## src/rtl/pbit_sweep_ctrl_if.sv

```systemverilog
`default_nettype none
// ============================================================================
//  Module   : pbit_sweep_ctrl_if
//  Brief    : Host-command and LFSR/p-bit strobe bundle for pbit_sweep_ctrl.
//  Revision : 1.0
// ============================================================================
interface pbit_sweep_ctrl_if #(
    parameter int IDX_W  = 4,
    parameter int LFSR_W = 12
);
    logic              start;
    logic              abort;
    logic [15:0]       num_sweeps;
    logic [LFSR_W-1:0] seed;
    logic              lfsr_load;
    logic [LFSR_W-1:0] lfsr_seed;
    logic              lfsr_en;
    logic              pbit_update;
    logic [IDX_W-1:0]  pbit_sel;
    logic [15:0]       sweep_cnt;
    logic              busy;
    logic              done;

    modport master (
        output start, abort, num_sweeps, seed,
        input  lfsr_load, lfsr_seed, lfsr_en, pbit_update, pbit_sel,
               sweep_cnt, busy, done
    );

    modport slave (
        input  start, abort, num_sweeps, seed,
        output lfsr_load, lfsr_seed, lfsr_en, pbit_update, pbit_sel,
               sweep_cnt, busy, done
    );
endinterface
`default_nettype wire

```

## src/rtl/pbit_sweep_ctrl.sv

```systemverilog
`default_nettype none
// ============================================================================
//  Module   : pbit_sweep_ctrl
//  Brief    : Seeds a shared LFSR, lets it settle, then strobes p-bit updates
//             round-robin for a programmed number of Gibbs sweeps.
//  Revision : 1.0
// ============================================================================
module pbit_sweep_ctrl #(
    parameter int N_PBITS    = 16,
    parameter int IDX_W      = 4,
    parameter int LFSR_W     = 12,
    parameter int SETTLE_CYC = 2,
    parameter int HOLD_CYC   = 1
) (
    input  logic               clk,
    input  logic               rst,
    pbit_sweep_ctrl_if.slave   bus
);

    typedef enum logic [2:0] {
        S_IDLE   = 3'd0,
        S_LOAD   = 3'd1,
        S_SETTLE = 3'd2,
        S_UPDATE = 3'd3,
        S_HOLD   = 3'd4,
        S_FINISH = 3'd5
    } state_t;

    // One down-counter serves both the settle and hold intervals.
    localparam int                 c_CNT_MAX   = (SETTLE_CYC > HOLD_CYC) ? SETTLE_CYC : HOLD_CYC;
    localparam int                 c_CNT_W     = $clog2(c_CNT_MAX + 1);
    localparam logic [c_CNT_W-1:0] c_SETTLE_LD = c_CNT_W'(SETTLE_CYC - 1);
    localparam logic [c_CNT_W-1:0] c_HOLD_LD   = c_CNT_W'((HOLD_CYC > 0) ? HOLD_CYC - 1 : 0);
    localparam logic [IDX_W-1:0]   c_LAST_SEL  = IDX_W'(N_PBITS - 1);
    localparam bit                 c_NO_HOLD   = (HOLD_CYC == 0);

    state_t             r_state;
    logic [c_CNT_W-1:0] r_cnt;
    logic [15:0]        r_num;
    logic               r_lfsr_load;
    logic [LFSR_W-1:0]  r_lfsr_seed;
    logic               r_lfsr_en;
    logic               r_pbit_update;
    logic [IDX_W-1:0]   r_pbit_sel;
    logic [15:0]        r_sweep_cnt;
    logic               r_busy;
    logic               r_done;

    logic               w_advance;
    logic               w_last_sel;
    logic [15:0]        w_sweep_inc;

    assign w_advance   = ((r_state == S_UPDATE) && c_NO_HOLD) ||
                         ((r_state == S_HOLD) && (r_cnt == '0));
    assign w_last_sel  = (r_pbit_sel == c_LAST_SEL);
    assign w_sweep_inc = r_sweep_cnt + 16'd1;

    always_ff @(posedge clk) begin
        if (rst) begin
            r_state       <= S_IDLE;
            r_cnt         <= '0;
            r_num         <= '0;
            r_lfsr_load   <= 1'b0;
            r_lfsr_seed   <= '0;
            r_lfsr_en     <= 1'b0;
            r_pbit_update <= 1'b0;
            r_pbit_sel    <= '0;
            r_sweep_cnt   <= '0;
            r_busy        <= 1'b0;
            r_done        <= 1'b0;
        end else if (bus.abort && (r_state != S_IDLE)) begin
            r_state       <= S_IDLE;
            r_lfsr_load   <= 1'b0;
            r_lfsr_en     <= 1'b0;
            r_pbit_update <= 1'b0;
            r_busy        <= 1'b0;
            r_done        <= 1'b0;
        end else begin
            case (r_state)
                S_IDLE: begin
                    r_done <= 1'b0;
                    if (bus.start) begin
                        r_num       <= bus.num_sweeps;
                        r_lfsr_seed <= bus.seed;
                        r_sweep_cnt <= '0;
                        r_pbit_sel  <= '0;
                        r_busy      <= 1'b1;
                        if (bus.num_sweeps == 16'd0) begin
                            r_state <= S_FINISH;
                            r_done  <= 1'b1;
                        end else begin
                            r_state     <= S_LOAD;
                            r_lfsr_load <= 1'b1;
                        end
                    end
                end
                S_LOAD: begin
                    r_lfsr_load <= 1'b0;
                    r_lfsr_en   <= 1'b1;
                    r_cnt       <= c_SETTLE_LD;
                    r_state     <= S_SETTLE;
                end
                S_SETTLE: begin
                    if (r_cnt == '0) begin
                        r_state       <= S_UPDATE;
                        r_pbit_update <= 1'b1;
                    end else begin
                        r_cnt <= r_cnt - c_CNT_W'(1);
                    end
                end
                S_UPDATE, S_HOLD: begin
                    r_pbit_update <= 1'b0;
                    if (w_advance) begin
                        if (w_last_sel) begin
                            // Sweep boundary: wrap the index and decide whether the run is over.
                            r_pbit_sel  <= '0;
                            r_sweep_cnt <= w_sweep_inc;
                            if (w_sweep_inc == r_num) begin
                                r_state   <= S_FINISH;
                                r_done    <= 1'b1;
                                r_lfsr_en <= 1'b0;
                            end else begin
                                r_state       <= S_UPDATE;
                                r_pbit_update <= 1'b1;
                            end
                        end else begin
                            r_pbit_sel    <= r_pbit_sel + IDX_W'(1);
                            r_state       <= S_UPDATE;
                            r_pbit_update <= 1'b1;
                        end
                    end else if (r_state == S_UPDATE) begin
                        r_state <= S_HOLD;
                        r_cnt   <= c_HOLD_LD;
                    end else begin
                        r_cnt <= r_cnt - c_CNT_W'(1);
                    end
                end
                S_FINISH: begin
                    r_done  <= 1'b0;
                    r_busy  <= 1'b0;
                    r_state <= S_IDLE;
                end
                default: begin
                    r_state <= S_IDLE;
                end
            endcase
        end
    end

    assign bus.lfsr_load   = r_lfsr_load;
    assign bus.lfsr_seed   = r_lfsr_seed;
    assign bus.lfsr_en     = r_lfsr_en;
    assign bus.pbit_update = r_pbit_update;
    assign bus.pbit_sel    = r_pbit_sel;
    assign bus.sweep_cnt   = r_sweep_cnt;
    assign bus.busy        = r_busy;
    assign bus.done        = r_done;

endmodule
`default_nettype wire

```

## src/flat_wrapper.sv

```systemverilog
// flat-port wrapper written by rule: the top's interface ports become plain ports
module pbit_sweep_ctrl_flat 
#(
    parameter int N_PBITS    = 16,
    parameter int IDX_W      = 4,
    parameter int LFSR_W     = 12,
    parameter int SETTLE_CYC = 2,
    parameter int HOLD_CYC   = 1
)
  (clk, rst, bus_start, bus_abort, bus_num_sweeps, bus_seed, bus_lfsr_load, bus_lfsr_seed, bus_lfsr_en, bus_pbit_update, bus_pbit_sel, bus_sweep_cnt, bus_busy, bus_done);
  pbit_sweep_ctrl_if #(.IDX_W(IDX_W), .LFSR_W(LFSR_W)) bus_i ();
  input  logic clk;
  input  logic rst;
  input wire logic [$bits(bus_i.start)-1:0] bus_start;
  input wire logic [$bits(bus_i.abort)-1:0] bus_abort;
  input wire logic [$bits(bus_i.num_sweeps)-1:0] bus_num_sweeps;
  input wire logic [$bits(bus_i.seed)-1:0] bus_seed;
  output wire logic [$bits(bus_i.lfsr_load)-1:0] bus_lfsr_load;
  output wire logic [$bits(bus_i.lfsr_seed)-1:0] bus_lfsr_seed;
  output wire logic [$bits(bus_i.lfsr_en)-1:0] bus_lfsr_en;
  output wire logic [$bits(bus_i.pbit_update)-1:0] bus_pbit_update;
  output wire logic [$bits(bus_i.pbit_sel)-1:0] bus_pbit_sel;
  output wire logic [$bits(bus_i.sweep_cnt)-1:0] bus_sweep_cnt;
  output wire logic [$bits(bus_i.busy)-1:0] bus_busy;
  output wire logic [$bits(bus_i.done)-1:0] bus_done;
  assign bus_i.start = bus_start;
  assign bus_i.abort = bus_abort;
  assign bus_i.num_sweeps = bus_num_sweeps;
  assign bus_i.seed = bus_seed;
  assign bus_lfsr_load = bus_i.lfsr_load;
  assign bus_lfsr_seed = bus_i.lfsr_seed;
  assign bus_lfsr_en = bus_i.lfsr_en;
  assign bus_pbit_update = bus_i.pbit_update;
  assign bus_pbit_sel = bus_i.pbit_sel;
  assign bus_sweep_cnt = bus_i.sweep_cnt;
  assign bus_busy = bus_i.busy;
  assign bus_done = bus_i.done;
  pbit_sweep_ctrl #(.N_PBITS(N_PBITS), .IDX_W(IDX_W), .LFSR_W(LFSR_W), .SETTLE_CYC(SETTLE_CYC), .HOLD_CYC(HOLD_CYC)) u_core (.clk(clk), .rst(rst), .bus(bus_i));
endmodule
```

## config.mk

```make
export PLATFORM = sky130hd
export DESIGN_NAME = pbit_sweep_ctrl_flat
export DESIGN_NICKNAME = d
export VERILOG_FILES = /design/src/rtl/pbit_sweep_ctrl_if.sv /design/src/rtl/pbit_sweep_ctrl.sv /design/src/flat_wrapper.sv
export SDC_FILE = /design/constraint.sdc
export NUM_CORES = 1
export LEC_CHECK = 0
export CORE_ASPECT_RATIO = 1.1
export CORE_MARGIN = 5
export CORE_UTILIZATION = 46
export CTS_CLUSTER_SIZE = 8
export DETAILED_ROUTE_END_ITERATION = 10
export PLACE_DENSITY = 0.8
export SLEW_MARGIN = 15
export SYNTH_ARGS = -nofsm -noshare
export SYNTH_HDL_FRONTEND = slang
export SYNTH_SLANG_ARGS = --single-unit
```

## constraint.sdc

```tcl
create_clock -name clk -period 2.1 [get_ports clk]
set_clock_uncertainty 0.15 [all_clocks]
set_input_delay 0.525 -clock clk [delete_from_list [all_inputs] [get_ports clk]]
set_output_delay 0.525 -clock clk [all_outputs]
set_load 0.02 [all_outputs]
```

* Yosys cells after proc, flatten, opt, wreduce, memory -nomap -nowiden
Index checks and enable logic that the tools add are counted.
** Storage, ports and cells
- Output and inout port bits :: 37
- Flip-flop bits (word level) :: 58
- Bits of input ports :: 32
** Operators by class
- Add/subtract/negate cells :: 3
- Equal/unequal tests :: 16
- Multiplexer cells :: 40
- Reduce and logical (&&, ||, !) cells :: 25
- Bitwise operators :: 1
** Operator list (number)
- 2-to-1 mux 16 bit :: 3
- case mux 16 bit (2 select lines) :: 1
- 2-to-1 mux 3 bit :: 7
- adder 16 x 1 -> 16 bit (second input constant) :: 1
- equality test 16 bit :: 1
- logical NOT 16 bit :: 1
- AND reduction 4 bit :: 4
- 2-to-1 mux 1 bit :: 15
- 2-to-1 mux 4 bit :: 3
- case mux 3 bit (4 select lines) :: 1
- nonzero test 2 bit :: 5
- AND reduction 3 bit :: 3
- nonzero test 3 bit :: 3
- != test 2 x 1 -> 1 bit (second input constant) :: 4
- != test 2 bit (second input constant) :: 4
- case mux 1 bit (2 select lines) :: 4
- case mux 4 bit (2 select lines) :: 1
- equality test 3 x 2 -> 1 bit (second input constant) :: 2
- equality test 3 bit (second input constant) :: 2
- 2-to-1 mux 2 bit :: 3
- case mux 2 bit (3 select lines) :: 1
- AND reduction 5 bit :: 1
- adder 4 x 1 -> 4 bit (second input constant) :: 1
- equality test 4 bit (second input constant) :: 1
- other kinds (10) :: 13

* Depth between registers and ports, before layout
Gate-level depths: netlist (run 1).
- Depth after elaboration :: 6
- Depth in mapped cells :: 9

* Worst setup path after synthesis (run 1)
No wires, ideal clock.
- Path kind :: flip-flop to flip-flop
- From :: register u_core.r_sweep_cnt[0] (netlist: u_core.bus.sweep_cnt[0])
- To :: register u_core.r_pbit_update (netlist: u_core.bus.pbit_update)
- Stages on the path, launching flop included :: 8
- Data arrival time :: 2.202 ns
- Data required time :: 1.880 ns
- Buffers on the path :: 0
- Period minus slack after synthesis :: 2.422 ns
- Slack :: -0.322 ns
- Cells stage by stage :: dfxtp_1 -> ha_1 -> nand3_4 -> o41a_1 -> o21bai_1 -> a311oi_4 -> nor3_1 -> a21oi_1
** Between the ends
- Word-level cells in the longest chain between the ends :: 6
** RTL lines
- start: declaration :: RTL line pbit_sweep_ctrl.sv:45 : logic [15:0] r_sweep_cnt;
- start signal: assignment :: RTL line pbit_sweep_ctrl.sv:117 : r_sweep_cnt <= w_sweep_inc;
- adder 16 x 1 -> 16 bit :: RTL line pbit_sweep_ctrl.sv:56 : assign w_sweep_inc = r_sweep_cnt + 16'd1;
- equality test 16 bit :: RTL line pbit_sweep_ctrl.sv:118 : if (w_sweep_inc == r_num) begin
- 2-to-1 mux 1 bit :: RTL line pbit_sweep_ctrl.sv:118
- 2-to-1 mux 1 bit :: RTL line pbit_sweep_ctrl.sv:114 : if (w_last_sel) begin
- 2-to-1 mux 1 bit :: RTL line pbit_sweep_ctrl.sv:113 : if (w_advance) begin
- case mux 1 bit (2 select lines) :: RTL line pbit_sweep_ctrl.sv:79 : case (r_state)
- end signal: assignment :: RTL line pbit_sweep_ctrl.sv:112 : r_pbit_update <= 1'b0;
- end signal: assignment :: RTL line pbit_sweep_ctrl.sv:124 : r_pbit_update <= 1'b1;
- end signal: assignment :: RTL line pbit_sweep_ctrl.sv:129 : r_pbit_update <= 1'b1;
- end: declaration :: RTL line pbit_sweep_ctrl.sv:43 : logic r_pbit_update;
No other way between the ends.
A chain may end at the register's enable or synchronous reset.

* Worst setup path after layout (run 1)
- From :: register u_core.r_sweep_cnt[10] (netlist: u_core.bus.sweep_cnt[10])
- To :: register u_core.r_done (netlist: u_core.bus.done)
** Between the ends
- Word-level cells in the longest chain between the ends :: 4
** RTL lines
- adder 16 x 1 -> 16 bit :: RTL line pbit_sweep_ctrl.sv:56
- equality test 16 bit :: RTL line pbit_sweep_ctrl.sv:118
- != test 2 x 1 -> 1 bit (no source line)
- AND reduction 4 bit (no source line)
- end signal: assignment :: RTL line pbit_sweep_ctrl.sv:70 : r_done <= 1'b0;
- end signal: assignment :: RTL line pbit_sweep_ctrl.sv:77 : r_done <= 1'b0;
- end signal: assignment :: RTL line pbit_sweep_ctrl.sv:120 : r_done <= 1'b1;
- end: declaration :: RTL line pbit_sweep_ctrl.sv:47 : logic r_done;
No other way between the ends.

==> flow_summary.yaml, run 1 <==
status:
  outcome: "complete, but fails checks"
  violations: "negative setup slack"
timing:
  setup_violations: 19
  slew_violations: 0
  maxSlewHeadroom_pct: 65.1
  rsz0062_at_grt: "true"
  hold_viol_final: 0
  fin_ws_ns: -0.185
  fin_tns_setup_ns: -1.86
  max_freq_mhz: 438
  holdWs_ns: 0.304
  fin_crit_sh_pct: 109
  worst_pin_slew_ns: 0.519
  min_period_ns: 2.28
synth:
  synth_commonest_cells: "nand2_1, dfxtp_1, a21oi_1, o21ai_0, xnor2_1"
  synth_top_area_cell: "dfxtp_1"
  synthesis.instances: 405
  seq_area_frac_synth_pct: 36.1
  syn-num-nets: 440
  synth_top_family_by_area: "simple AND/OR/NAND/NOR gates"
  synth_ff_type: "dfxtp_1"
  synth-seq-cells: 58
  synth-compound-area-share_pct: 19.5
  synthXorXnorAreaFrac_pct: 7.08
  yosys.area_share.simple_pct: 30.6
  synthArstFlopShare_pct: 0
  synthMuxAreaShare_pct: 0.623
  synthDistinctLibCells: 66
  synth_edf_count: 0
  yosys.cell_count.top_type: "nand2_1"
  synth_area_sq_um: 3210
  synth_area_per_cell_sq_um: 7.94
  synth_top_area_share_pct: 36.1
  synthAdderAreaFrac_pct: 1.17
  ys_warn_count: 0
  synth_area_leaders: "dfxtp_1, nand2_1, a21oi_1"
routing:
  vias: 3798
  drc_errors: 0
  postRouteAntennaNets: 0
  drt_iter0_drc: 407
  via_per_inst: 5.94
  wl_mm: 12.2
  detail_route.wl_per_cell_um: 19.0
  drt_first_pass_iters: 7
global_routing:
  antenna_found_initial: 0
  grt_pass1_wl_mm: 17.4
  grt_max_degree: 30
  gr-total-overflow: 0
  grt_pass1_vias: 3718
  grt_usage_pct: 24.4
floorplan:
  die_h_um: 97.7
  start_util_pct: 46.4
  io_pins: 69
  fp.dieArea_sq_um: 8760
  placementRows: 32
  die_w_um: 89.7
  core_area_sq_um: 6930
clock_tree:
  cts_buffers: 9
  clkLatencyLatePin_ns: 0.35
  root_buffer: "clkbuf_8"
  h-tree-depth: 3
  cts_buffer_depth: 2
  cts_tree: "built"
  cts.clk_slew.worst_paths_ns: 0.08
  clock_sinks: 58
hold_path:
  hold_path.class: "flop to flop"
power_and_ir_drop:
  power_density_nw_per_um2: 626
  ir_drop_v: 0.000553
  power_leakage_nw: 2.19
  power.total_mw: 3.26
critical_path:
  path_max_fanout: 6
  crit_arrival_ns: 2.38
  worst_setup_path_end_kind: "flop"
  slowest_delay_ns: 0.50
  cp_slowest_cell: "o41a_1"
  required_ns: 2.20
  path_class: "flop to flop"
  path_delay_family: "compound AO/OA/AOI/OAI gates"
  crit_chain: "nand4_4, o41a_1, and4bb_2, a311oi_4, buf_6, o41ai_4"
  start_kind: "flop"
  critPathBufInv: 1
final_layout:
  syn2layout_area_growth_pct: 61.9
  design_area_sq_um: 5200
  diodes: 0
  utilization_pct: 75.1
  fin_cells: 639
  nets: 584
  layout-drive-gt1-share_pct: 35.2
place:
  numPortBuffers: 68
  placed_area_sq_um: 4480
  dp_cells: 605
  pre_cts_ws_ns: -0.657
  globalplace.congestion: 0.950
  dp_hpwl_mm: 6.95
run:
  maxCapViolations: 0
## repair_timing
item | CTS | global route
pin swaps | 27 | 26
buffers inserted | 12 | 5
gates resized for setup | 72 | 64
endpoints found under the setup margin | 40 | 29
hold buffers | 0 | 0
gates cloned | 1 | 1
## layer usage
metal  vias up  share of wire [%]  track usage (%)
met3        65                7.9             7.36
met1      1796                 39             27.1
met2       224                 49             40.9
li1       1713                  -                -
met4         0                4.9             14.2
met5         -                  0                0
## cell type report
type	count	area, sq um
clock buffers	10	149
clock inverters	6	86.3
fillers	448	1720
inverters	5	18.8
multi-input cells	318	2240
flip-flops and latches	58	1200
well taps	85	106
repair buffers	157	1410
## kinds of logic after synthesis
group | after synthesis
and+or+nand+nor | 182
adders and majority gates | 3
xor gates and xnor gates | 26
muxes | 2
DFF | 58
buffers and inverters | 31
AOI/OAI and AO/OA | 103
## sequential cells by signal, summed over array words and instances, names as in the netlist
signal and cells:
u_core.bus.sweep_cnt 16, u_core.r_num 16, u_core.bus.lfsr_seed 12, u_core.bus.pbit_sel 4, u_core.r_state 3, u_core.r_cnt 2
u_core.bus.busy 1, u_core.bus.done 1, u_core.bus.lfsr_en 1, u_core.bus.lfsr_load 1, u_core.bus.pbit_update 1
## final timing paths
kind / startpoint / endpoint / slack [ns] / cells after the start
worst max-delay path: u_core.bus.sweep_cnt[10] / u_core.bus.done / -0.18 / 6
worst min-delay path: u_core.bus.lfsr_seed[11] / u_core.bus.lfsr_seed[11] / 0.30 / 2
worst max register to register: u_core.bus.sweep_cnt[10] / u_core.bus.done / -0.18 / 6
worst min register to register: u_core.bus.lfsr_seed[11] / u_core.bus.lfsr_seed[11] / 0.30 / 2
## cells in the final DEF, fill, tap and decap left out, types with 7 or more instances in the layout
master	n
o21ai_0	10
dfxtp_2	7
clkbuf_8	9
nor2_1	17
dfxtp_1	44
clkdlybuf4s50_1	36
o21ai_1	15
a21oi_2	7
a21oi_1	44
buf_4	73
buf_6	13
xnor2_1	22
dfxtp_4	7
dlygate4sd2_1	27
nand2_1	72
## tightest hold or removal path: cells and delay by family (launching register included)
kind | cells | cell delay, ns
flip-flops | 1 | 0.31
AND/OR/NAND/NOR | 1 | 0.05
AO/OA/AOI/OAI | 1 | 0.05
## report_power, final
part / total, mW / switching [mW] / internal [mW] / leakage, nW
logic: 0.789 / 0.429 / 0.360 / 1.60
clock network: 1.24 / 0.499 / 0.738 / 0.114
registers: 1.23 / 0.0617 / 1.17 / 0.482
total: 3.26 / 0.989 / 2.27 / 2.19
Note: power is estimated with default switching activity, not from simulation.
==> run 2: changes to the inputs <==
CORE_UTILIZATION = 35   (was 46)
PLACE_DENSITY = 0.65   (was 0.8)
==> flow_summary.yaml, run 2 (synthesized netlist as in run 1, its figures left out) <==
status:
  outcome: "complete, but fails checks"
  violations: "negative setup slack"
global_routing:
  gr-total-overflow: 0
  grt_pass1_wl_mm: 16.6
  grt_usage_pct: 18.3
  antenna_found_initial: 0
  grt_pass1_vias: 3395
  grt_max_degree: 29
final_layout:
  layout-drive-gt1-share_pct: 32.1
  layout_commonest_cell: "buf_4"
  final_cell_mix: "buf_4, nand2_1, a21oi_1, dfxtp_1, clkdlybuf4s50_1"
  diodes: 0
  syn2layout_area_growth_pct: 60.5
  nets: 585
routing:
  via_per_inst: 5.12
  wl_mm: 10.1
  postRouteAntennaNets: 0
  wl_met3_um: 500
  dr_wl_met2_mm: 4.91
  drt_iter0_drc: 192
  wirelength_met1_mm: 4.43
  detail_route.wl_per_cell_um: 15.1
  drt_first_pass_iters: 4
  top_layer_used: "met4"
  vias: 3426
  drc_errors: 0
timing:
  min_period_ns: 2.16
  fin_ws_ns: -0.0629
  slew_violations: 0
  worst_pin_slew_ns: 0.528
  fin_crit_sh_pct: 103
  maxSlewHeadroom_pct: 64.6
  max_freq_mhz: 462
  hold_viol_final: 0
  fin_tns_setup_ns: -0.379
  rsz0062_at_grt: "true"
  setup_violations: 13
  holdWs_ns: 0.305
critical_path:
  path_class: "flop to flop"
  r2r_cells: 9
  required_ns: 2.21
  slowest_delay_ns: 0.37
  timing.rr.end: "u_core.r_state[2]"
  crit_arrival_ns: 2.27
  reg2reg_from: "u_core.bus.sweep_cnt[5]"
  worst_setup_path_end_kind: "flop"
  path_max_fanout: 5
  rrSetupSlack_ns: -0.06
  crit_chain: "buf_6, nand3_4, buf_12, nor3_4, xnor2_1, nor4_2, buf_4, nand2_2, o32ai_2"
  cp_slowest_cell: "dfxtp_4"
  start_kind: "flop"
clock_tree:
  h-tree-depth: 3
  root_buffer: "clkbuf_8"
  cts_hold_buf: 0
  cts_tree: "built"
  clock_sinks: 58
  clkLatencyLatePin_ns: 0.35
  cts.clk_slew.worst_paths_ns: 0.07
  cts_buffer_depth: 2
  cts_buffers: 9
place:
  numPortBuffers: 68
  dp_hpwl_mm: 7.17
  globalplace.congestion: 0.831
run:
  maxCapViolations: 0
hold_path:
  hold-path-endpoint: "u_core.bus.busy"
  holdCritStartpoint: "u_core.bus.busy"
  holdPathStages: 2
  hold_path.class: "flop to flop"
floorplan:
  fp.dieArea_sq_um: 11200
  placementRows: 36
  core_area_sq_um: 8920
  die_h_um: 111
  die_w_um: 101
  io_pins: 69
  start_util_pct: 36.0
power_and_ir_drop:
  power_density_nw_per_um2: 591
  power_leakage_nw: 2.23
  ir_drop_v: 0.000387
==> run 2: critical path: cells and delay by family, from the launching register on <==
kind | cells | cell delay, ns
flops | 1 | 0.37
buf+inv | 3 | 0.46
simple gates | 4 | 0.75
compound gates | 1 | 0.23
xor+xnor | 1 | 0.11
==> run 2: layer usage <==
metal	up-vias	global-route usage [%]
met5	-	0
met4	0	8.51
met3	24	4.35
met2	79	29.1
met1	1607	22.9
li1	1716	-
==> run 2: timing repair <==
item	4_1_cts	5_1_grt
hold endpoints to repair	0	0
setup buffers	12	7
pin swaps	26	21
gates cloned	0	0
resized for setup	62	40
endpoints found under the setup margin	40	25
==> run 2: layout make-up <==
type                    count  area, sq um
clock inverters             2         35.0
repair buffers            160         1430
clock buffers              14          163
multi-input cells         316         2180
inverters                   5         18.8
fillers                   793         3760
well taps                 114          143
flip-flops and latches     58         1190
==> run 2: through the flow <==
| stage | setup slack [ns] | power (mW) | utilization (%) | cell area [sq um] | instances |
|---|---|---|---|---|---|
| finish | -0.0629 | 3.05 | 57.8 | 5160 | 669 |
| global placement | -0.575 | 1.96 | 50.6 | 4510 | 635 |
| CTS | -0.0223 | 3.05 | 55.2 | 4920 | 662 |
| global route | -0.166 | 3.21 | 57.8 | 5160 | 669 |
| detailed placement | -0.612 | 1.97 | 50.6 | 4510 | 635 |
| floorplan | -0.0382 | 1.64 | - | 3250 | 405 |
==> run 2: worst max path at each step <==
stage	start	endpoint	depth (start not counted)
after floorplan	bus_abort	u_core.bus.sweep_cnt[6]	7
after global placement	bus_abort	u_core.bus.sweep_cnt[11]	7
after detailed placement	bus_abort	u_core.bus.sweep_cnt[11]	7
after CTS	u_core.r_cnt[0]	u_core.bus.sweep_cnt[11]	8
after global routing	u_core.r_cnt[0]	u_core.bus.sweep_cnt[14]	8
final	u_core.bus.sweep_cnt[5]	u_core.r_state[2]	9
==> run 2: report_power, final <==
part	internal [mW]	leakage [nW]	switching, mW	total, mW
Sequential	1.17	0.480	0.0572	1.23
Combinational	0.360	1.65	0.394	0.754
Clock	0.613	0.101	0.453	1.07
Total	2.14	2.23	0.904	3.05
==> run 3: changes to the inputs <==
SETUP_SLACK_MARGIN = 0.3   (was not set)
==> flow_summary.yaml, run 3 (synthesized netlist as in run 1, its figures left out) <==
timing:
  rsz0062_at_grt: "true"
  maxSlewHeadroom_pct: 66.0
  worst_pin_slew_ns: 0.506
  hold_viol_final: 0
  slew_violations: 0
  setup_violations: 9
  min_period_ns: 2.15
  fin_ws_ns: -0.0537
  fin_crit_sh_pct: 103
  max_freq_mhz: 464
floorplan:
  start_util_pct: 36.0
  io_pins: 69
  die_w_um: 101
  placementRows: 36
  fp.dieArea_sq_um: 11200
  die_h_um: 111
  core_area_sq_um: 8920
place:
  pre_cts_ws_ns: -0.637
  dp_hpwl_mm: 7.18
  dp_cells: 633
  numPortBuffers: 68
  globalplace.congestion: 0.859
clock_tree:
  cts_tree: "built"
  cts_buffer_depth: 2
  cts_buffers: 9
  cts.clk_slew.worst_paths_ns: 0.07
  root_buffer: "clkbuf_8"
  clock_sinks: 58
  clkLatencyLatePin_ns: 0.35
  h-tree-depth: 3
critical_path:
  path_class: "input pin to flop"
  crit_arrival_ns: 2.28
  worst_setup_path_end_kind: "flop"
  start_kind: "input pin"
  required_ns: 2.23
  crit_start: "bus_abort"
  path_max_fanout: 5
  reg2reg_from: "u_core.r_cnt[1]"
global_routing:
  gr-total-overflow: 0
  grt_pass1_vias: 3292
  antenna_found_initial: 0
  grt_pass1_wl_mm: 15.9
  grt_max_degree: 29
  grt_usage_pct: 17.7
routing:
  vias: 3506
  drt_first_pass_iters: 5
  drt_iter0_drc: 321
  detail_route.wl_per_cell_um: 15.8
  drc_errors: 0
  postRouteAntennaNets: 0
  wl_mm: 10.6
  via_per_inst: 5.23
status:
  violations: "negative setup slack"
  outcome: "complete, but fails checks"
final_layout:
  syn2layout_area_growth_pct: 60.3
  nets: 587
  fin_cells: 670
  layout-drive-gt1-share_pct: 38.3
  diodes: 0
  layout_commonest_cell: "buf_4"
  final_cell_mix: "buf_4, nand2_1, a21oi_1, dfxtp_1, dlygate4sd2_1"
  utilization_pct: 57.8
hold_path:
  hold_path.class: "flop to flop"
  holdCritStartpoint: "u_core.bus.lfsr_seed[7]"
power_and_ir_drop:
  power_density_nw_per_um2: 582
  ir_drop_v: 0.000437
  power_leakage_nw: 2.23
run:
  maxCapViolations: 0
## run 3: final timing paths
path / slack, ns / endpoint / cells past startpoint
setup / recovery: -0.05 / u_core.bus.sweep_cnt[12] / 8
hold / removal: 0.30 / u_core.bus.lfsr_seed[7] / 2
setup reg to reg: -0.05 / u_core.bus.sweep_cnt[12] / 9
hold reg to reg: 0.30 / u_core.bus.lfsr_seed[7] / 2
## run 3: power by group
part | total [mW] | internal (mW) | switching, mW
clock | 0.994 | 0.523 | 0.471
combinational | 0.782 | 0.370 | 0.412
sequential | 1.22 | 1.16 | 0.0584
total | 3.00 | 2.06 | 0.942
## run 3: per-stage QoR
stage | hold slack (ns) | power (mW) | cell area, sq um | TNS [ns]
6_report | 0.303 | 3.00 | 5150 | -0.323
5_1_grt | 0.321 | 3.13 | 5150 | -1.69
4_1_cts | 0.306 | 2.96 | 4830 | -1.13
3_5_place_dp | 0.298 | 1.99 | 4580 | -15.29
3_3_place_gp | 0.291 | 1.98 | 4580 | -14.35
2_1_floorplan | 0.282 | 1.64 | 3360 | -0.143
## run 3: routing by layer
| metal | track usage (%) | part of all wire [%] |
|---|---|---|
| met2 | 28.1 | 50 |
| met5 | 0 | 0 |
| met3 | 4.85 | 5.9 |
| met1 | 22.4 | 42 |
| met4 | 7.27 | 2.2 |
## run 3: critical path, cell delays in order
cell           delay, ns
dlygate4sd2_1       0.26
nand3b_1            0.20
or4b_4              0.55
or2_4               0.27
nor2_4              0.16
buf_4               0.14
nand2_1             0.05
o21ai_1             0.12
## run 3: cell type report
| class | count | area, sq um |
|---|---|---|
| Clock buffer | 13 | 170 |
| Clock inverter | 2 | 10.0 |
| Fill cell | 773 | 3770 |
| Inverter | 5 | 18.8 |
| Multi-Input combinational cell | 317 | 2230 |
| Sequential cell | 58 | 1220 |
| Tap cell | 114 | 143 |
| Timing Repair Buffer | 161 | 1360 |
## run 3: what timing repair did
| item | 4_1_cts | 5_1_grt |
|---|---|---|
| endpoints found under the setup margin | 92 | 34 |
| setup buffers | 2 | 19 |
| cloned | 1 | 0 |
| gates resized for setup | 112 | 58 |
| hold buffers | 0 | 0 |
| pin swaps | 16 | 29 |
